## config.mk

```make
export PLATFORM = sky130hd
export DESIGN_NAME = wb_writer
export DESIGN_NICKNAME = d
export VERILOG_FILES = /design/src/rtl/wb_writer.sv
export SDC_FILE = /design/constraint.sdc
export NUM_CORES = 1
export LEC_CHECK = 0
export CORE_MARGIN = 5
export CORE_UTILIZATION = 40
export CTS_CLUSTER_SIZE = 16
export DETAILED_ROUTE_END_ITERATION = 8
export PLACE_DENSITY = 0.81
export SYNTH_ARGS = -nofsm -noshare
export SYNTH_HDL_FRONTEND = slang
export SYNTH_SLANG_ARGS = --single-unit
```

## constraint.sdc

```tcl
create_clock -name clk -period 3.2 [get_ports clk]
set_input_delay 0.32 -clock clk [delete_from_list [all_inputs] [get_ports clk]]
set_output_delay 0.32 -clock clk [all_outputs]
set_load 0.01 [all_outputs]
```

## src/rtl/wb_writer.sv

```systemverilog
// Write-back stage: in-order queue of pending register-file writes with RF handshake.
// Define WB_WRITER_FWD_EN to enable forwarding of pending results to the read stage.
module wb_writer #(
  parameter int unsigned RFW = 5,
  parameter int unsigned DW  = 32,
  parameter int unsigned IW  = 32,
  parameter int unsigned QAW = 1
) (
  input  logic           clk,
  input  logic           start,
  input  logic           in_valid,
  input  logic [IW-1:0]  in_inst,
  input  logic [DW-1:0]  in_data,
  output logic           in_ready,
  output logic           rf_we,
  output logic [RFW-1:0] rf_waddr,
  output logic [DW-1:0]  rf_wdata,
  input  logic           rf_ack,
  output logic [QAW:0]   occ,
  input  logic [RFW-1:0] fwd_addrA,
  input  logic [RFW-1:0] fwd_addrB,
  output logic           fwd_hitA,
  output logic           fwd_hitB,
  output logic [DW-1:0]  fwd_dataA,
  output logic [DW-1:0]  fwd_dataB
);

  localparam int unsigned QD = 1 << QAW;
  localparam logic [QAW:0] QdOcc = QD[QAW:0];

  logic [5:0]     opcode;
  logic [RFW-1:0] rd;
  logic           is_wr, push, pop;

  logic [QAW-1:0] head_q, head_d, tail_q, tail_d;
  logic [QAW:0]   occ_q, occ_d;
  logic [RFW-1:0] rd_mem   [QD];
  logic [DW-1:0]  data_mem [QD];

  assign opcode = in_inst[IW-1 -: 6];
  assign rd     = in_inst[IW-7 -: RFW];
  assign is_wr  = (opcode != '0) && (rd != '0);

  logic unused_inst;
  assign unused_inst = ^in_inst[IW-7-RFW:0];

  // Ready looks only at stored occupancy; a same-cycle pop never frees a full queue.
  assign in_ready = !start && (occ_q != QdOcc);
  assign push     = in_valid && in_ready && is_wr;
  assign rf_we    = (occ_q != '0);
  assign pop      = rf_we && rf_ack;
  assign occ      = occ_q;

  // Entry storage is never cleared, so the write outputs are masked while empty.
  assign rf_waddr = rf_we ? rd_mem[head_q]   : '0;
  assign rf_wdata = rf_we ? data_mem[head_q] : '0;

  always_comb begin
    head_d = head_q;
    tail_d = tail_q;
    occ_d  = occ_q;
    if (push) tail_d = tail_q + QAW'(1);
    if (pop)  head_d = head_q + QAW'(1);
    case ({push, pop})
      2'b10:   occ_d = occ_q + 1'b1;
      2'b01:   occ_d = occ_q - 1'b1;
      default: occ_d = occ_q;
    endcase
  end

  always_ff @(posedge clk) begin
    if (start) begin
      head_q <= '0;
      tail_q <= '0;
      occ_q  <= '0;
    end else begin
      head_q <= head_d;
      tail_q <= tail_d;
      occ_q  <= occ_d;
    end
  end

  always_ff @(posedge clk) begin
    if (push) begin
      rd_mem[tail_q]   <= rd;
      data_mem[tail_q] <= in_data;
    end
  end

`ifdef WB_WRITER_FWD_EN
  // Walk oldest to newest so the newest matching entry is the one that sticks.
  function automatic logic [DW:0] fwd_lookup(input logic [RFW-1:0] addr);
    logic [DW:0]    res;
    logic [QAW-1:0] idx;
    res = '0;
    for (int i = 0; i < int'(QD); i++) begin
      idx = head_q + QAW'(i);
      if ((addr != '0) && ((QAW+1)'(i) < occ_q) && (rd_mem[idx] == addr)) begin
        res = {1'b1, data_mem[idx]};
      end
    end
    return res;
  endfunction

  always_comb begin
    {fwd_hitA, fwd_dataA} = fwd_lookup(fwd_addrA);
    {fwd_hitB, fwd_dataB} = fwd_lookup(fwd_addrB);
  end
`else
  logic unused_fwd;
  assign unused_fwd = ^{fwd_addrA, fwd_addrB};
  assign fwd_hitA   = 1'b0;
  assign fwd_hitB   = 1'b0;
  assign fwd_dataA  = '0;
  assign fwd_dataB  = '0;
`endif

endmodule
```

==> results.md <==
- Multi-input logic area: 940 sq um
- Clk_skew: 0.00760 ns
- Register Area: 0.00232 sq mm
- WP buf/inv: 2
- Layout area overhead: 28.8%
- Clock power share: 23.7%
- PD cells: 718 mW/mm^2
- Max FO, Critical Path: 21
- Seq pwr share: 40.1%
- Cell chain of the critical path: buf_12 > mux2i_1 > nor2_1 > clkdlybuf4s50_1
- Hold Fails Final Rpt: 0
- Detailed Route WL: 6540 um
- Vias in the first global route: 2053
- Met3 Track Usage GR: 5.77%
- IO Port Bufs: 87
- Gate power share: 36.1%
- Setup TNS: 0 ns
- Net Sw Frac: 30.2%
- # hold bufs at CTS: 0
- Vias/cell: 4.40
- Most Crowded Layer GR: met2
- Final setup viols: 0
- Longest Clk Path Bufs: 2
- Reg2reg end: data_mem[1][6]
- Core Region: 0.00868 sq mm
- Io pins: 185
- # clock sinks: 79
- Slowest-stage cell, CP: dfxtp_2
- Max-cap violations: 0
- Min Tclk post-route: 2.45 ns
- Antenna Cells: 0
- Die height: 104 um
- Outcome: completed
- Int Power: 0.00229 W
- Initial antenna violation count: 0
- Gate Count Post-Synth: 253
- Top Family by Delay on Critical Path: buffers and inverters
- Initial Util: 40.8%
- Routed vias: 2018
- Die width: 104 um
- Worst Path Required: 2.88 ns
- CP endpoint: rf_waddr[2]
- Total gr overflow: 0
- Number of distinct library cells after synthesis: 22
- Placed instance count: 443
- Psw: 0.000987 W
- Total Nets Final: 425
- Cts bufs inserted: 9
- Mean Syn Cell Area: 14.0 sq um
- Achievable Freq: 0.408 GHz
- Worst path max stage delay: 0.69 ns
- Resized Gates After CTS: 0
- ANT nets after route: 0
- Worst-margin pin slew: 0.568 ns
- Critical Path AT: 2.13 ns
- Seq/Total Area, Yosys: 65.6%
- Slew headroom: 62.2%
- Critical Path Source Type: register
- GR Util met1: 13.3%
- DRT iter0 DRCs: 58
- Reg-to-reg slack, setup: 1.12 ns
- DR DRC count: 0
- Routed len/inst: 14.2 um
- RSZ-0062 raised after global routing: no
- Clock Latency Late Sink: 0.34 ns
- Row count: 34
- #FFs+latches synth: 79
- Crit. End Element: output pin
- Finished Layout Cells: 459
- Critical path depth: 4
- Final period utilization: 76.6%
- Post-CTS setup buffers: 0
- Layout cells sized above 1: 7.12%
- R2r startpoint: occ[0]
- Cell area after synthesis: 0.00354 sq mm
- Final max-slew violation count: 0
- RD Place Congestion: 0.751
- Clock-pin slew on the worst setup and hold paths: 0.07 ns
- Hpwl dp: 4740 um
- Leakage Power: 1.61 nW
- Yosys warnings: 0
- H-tree depth: 3
- Met2 usage: 19.8%
- CTS tree: yes
- Filler cells: 733
- First-pass GRT wire length: 10100 um
- Kind of critical path: register to output pin
- GRT Total Usage: 11.9%
- Die area: 0.0108 sq mm
- Pin count of the biggest net entering global routing: 22
- Detailed-router iteration count before antenna repair: 4
- Reg2reg path depth: 5
- Root Driver: clkbuf_8
- Max VDD drop: 0.457 mV
- Worst Hold Class: register to register
## worst min path at each step
stage,startpoint,end,slack [ns],cells after the start
after detailed placement,head_q,register,0.51,2
after global routing,in_data[0],data_mem[1][0],0.54,1
final,tail_q,tail_q,0.52,1
after global placement,tail_q,tail_q,0.49,1
after CTS,head_q,register,0.52,2
after floorplan,start,occ[1],0.39,1
## worst reg2reg max path: stages (launching register included)
cell	delay, ns
dfxtp_1	0.48
inv_1	0.09
a21oi_2	0.23
o2111ai_4	0.23
nor2_4	0.49
buf_12	0.26
## final cells by class
class	count	share of cell area (%)
flip-flops and latches	79	50.9
multi-input cells	162	20.6
repair buffers	91	20.6
well taps	108	2.96
clock buffers	10	2.80
clock inverters	6	1.87
inverters	3	0.247
## cell families after synthesis
logic type	count (synthesis)	share of synthesized area, %
adder cells (fa/ha/maj)	1	0.353
AND/OR/NAND/NOR	50	5.80
AO/OA/AOI/OAI	4	1.27
multiplexers	38	10.7
other	1	0.106
flip-flops	79	65.6
buffers and inverters	77	15.4
XOR/XNOR	3	0.742
## through the flow
stage | hold slack (ns) | total power (W) | area [sq um] | worst slack [ns] | utilization, %
after floorplan | 0.389 | 0.00196 | 3780 | 0.229 | -
after global placement | 0.489 | 0.00252 | 4350 | 0.702 | 50.1
after detailed placement | 0.509 | 0.00254 | 4350 | 0.595 | 50.1
after CTS | 0.524 | 0.00333 | 4560 | 0.667 | 52.6
after global routing | 0.535 | 0.00345 | 4560 | 0.590 | 52.6
final | 0.522 | 0.00327 | 4560 | 0.748 | 52.6
## cells in the final DEF (no fill, tap or decap), drive strengths merged, types with 3 or more instances in the layout
cell	n
dfxtp	5
edfxtp	74
inv	3
clkdlybuf4s50	87
clkinv	3
clkbuf	10
nor2	44
buf	4
conb	66
mux2i	38
## power groups by stage
stage               logic, W  registers (W)  clock network (W)
global placement     0.00119        0.00133                  0
CTS                  0.00121        0.00132           0.000804
detailed placement   0.00120        0.00134                  0
global route         0.00128        0.00133           0.000847
floorplan           0.000672        0.00129                  0
finish               0.00118        0.00131           0.000777
## registers in the layout (all words and copies together) (netlist names), named ones only
name,count
data_mem,64
tail_q,1
head_q,1
rd_mem,10
occ,2
## cells in the mapped netlist
library cell | n | area share, %
a21oi_1 | 1 | 0.14
a21oi_2 | 1 | 0.25
and2_1 | 1 | 0.18
buf_2 | 7 | 0.99
buf_4 | 66 | 14
clkbuf_1 | 1 | 0.11
conb_1 | 1 | 0.11
dfxtp_1 | 5 | 2.8
edfxtp_1 | 74 | 63
ha_1 | 1 | 0.35
inv_1 | 3 | 0.32
mux2i_1 | 38 | 11
nand2_1 | 1 | 0.11
nand2b_1 | 1 | 0.18
nor2_1 | 44 | 4.7
nor4_1 | 1 | 0.18
o2111ai_4 | 1 | 0.74
o21ai_0 | 1 | 0.14
or3_1 | 1 | 0.18
or4_4 | 1 | 0.32
xnor2_1 | 2 | 0.49
xor2_1 | 1 | 0.25
## layer usage
metal | vias up | wire length [um] | share of wire, %
met1 | 943 | 2500 | 38
li1 | 932 | - | -
met2 | 139 | 3160 | 48
met3 | 4 | 839 | 13
met5 | - | 0 | 0
met4 | 0 | 39 | 0.60
Power figures use the tool's default switching activity.
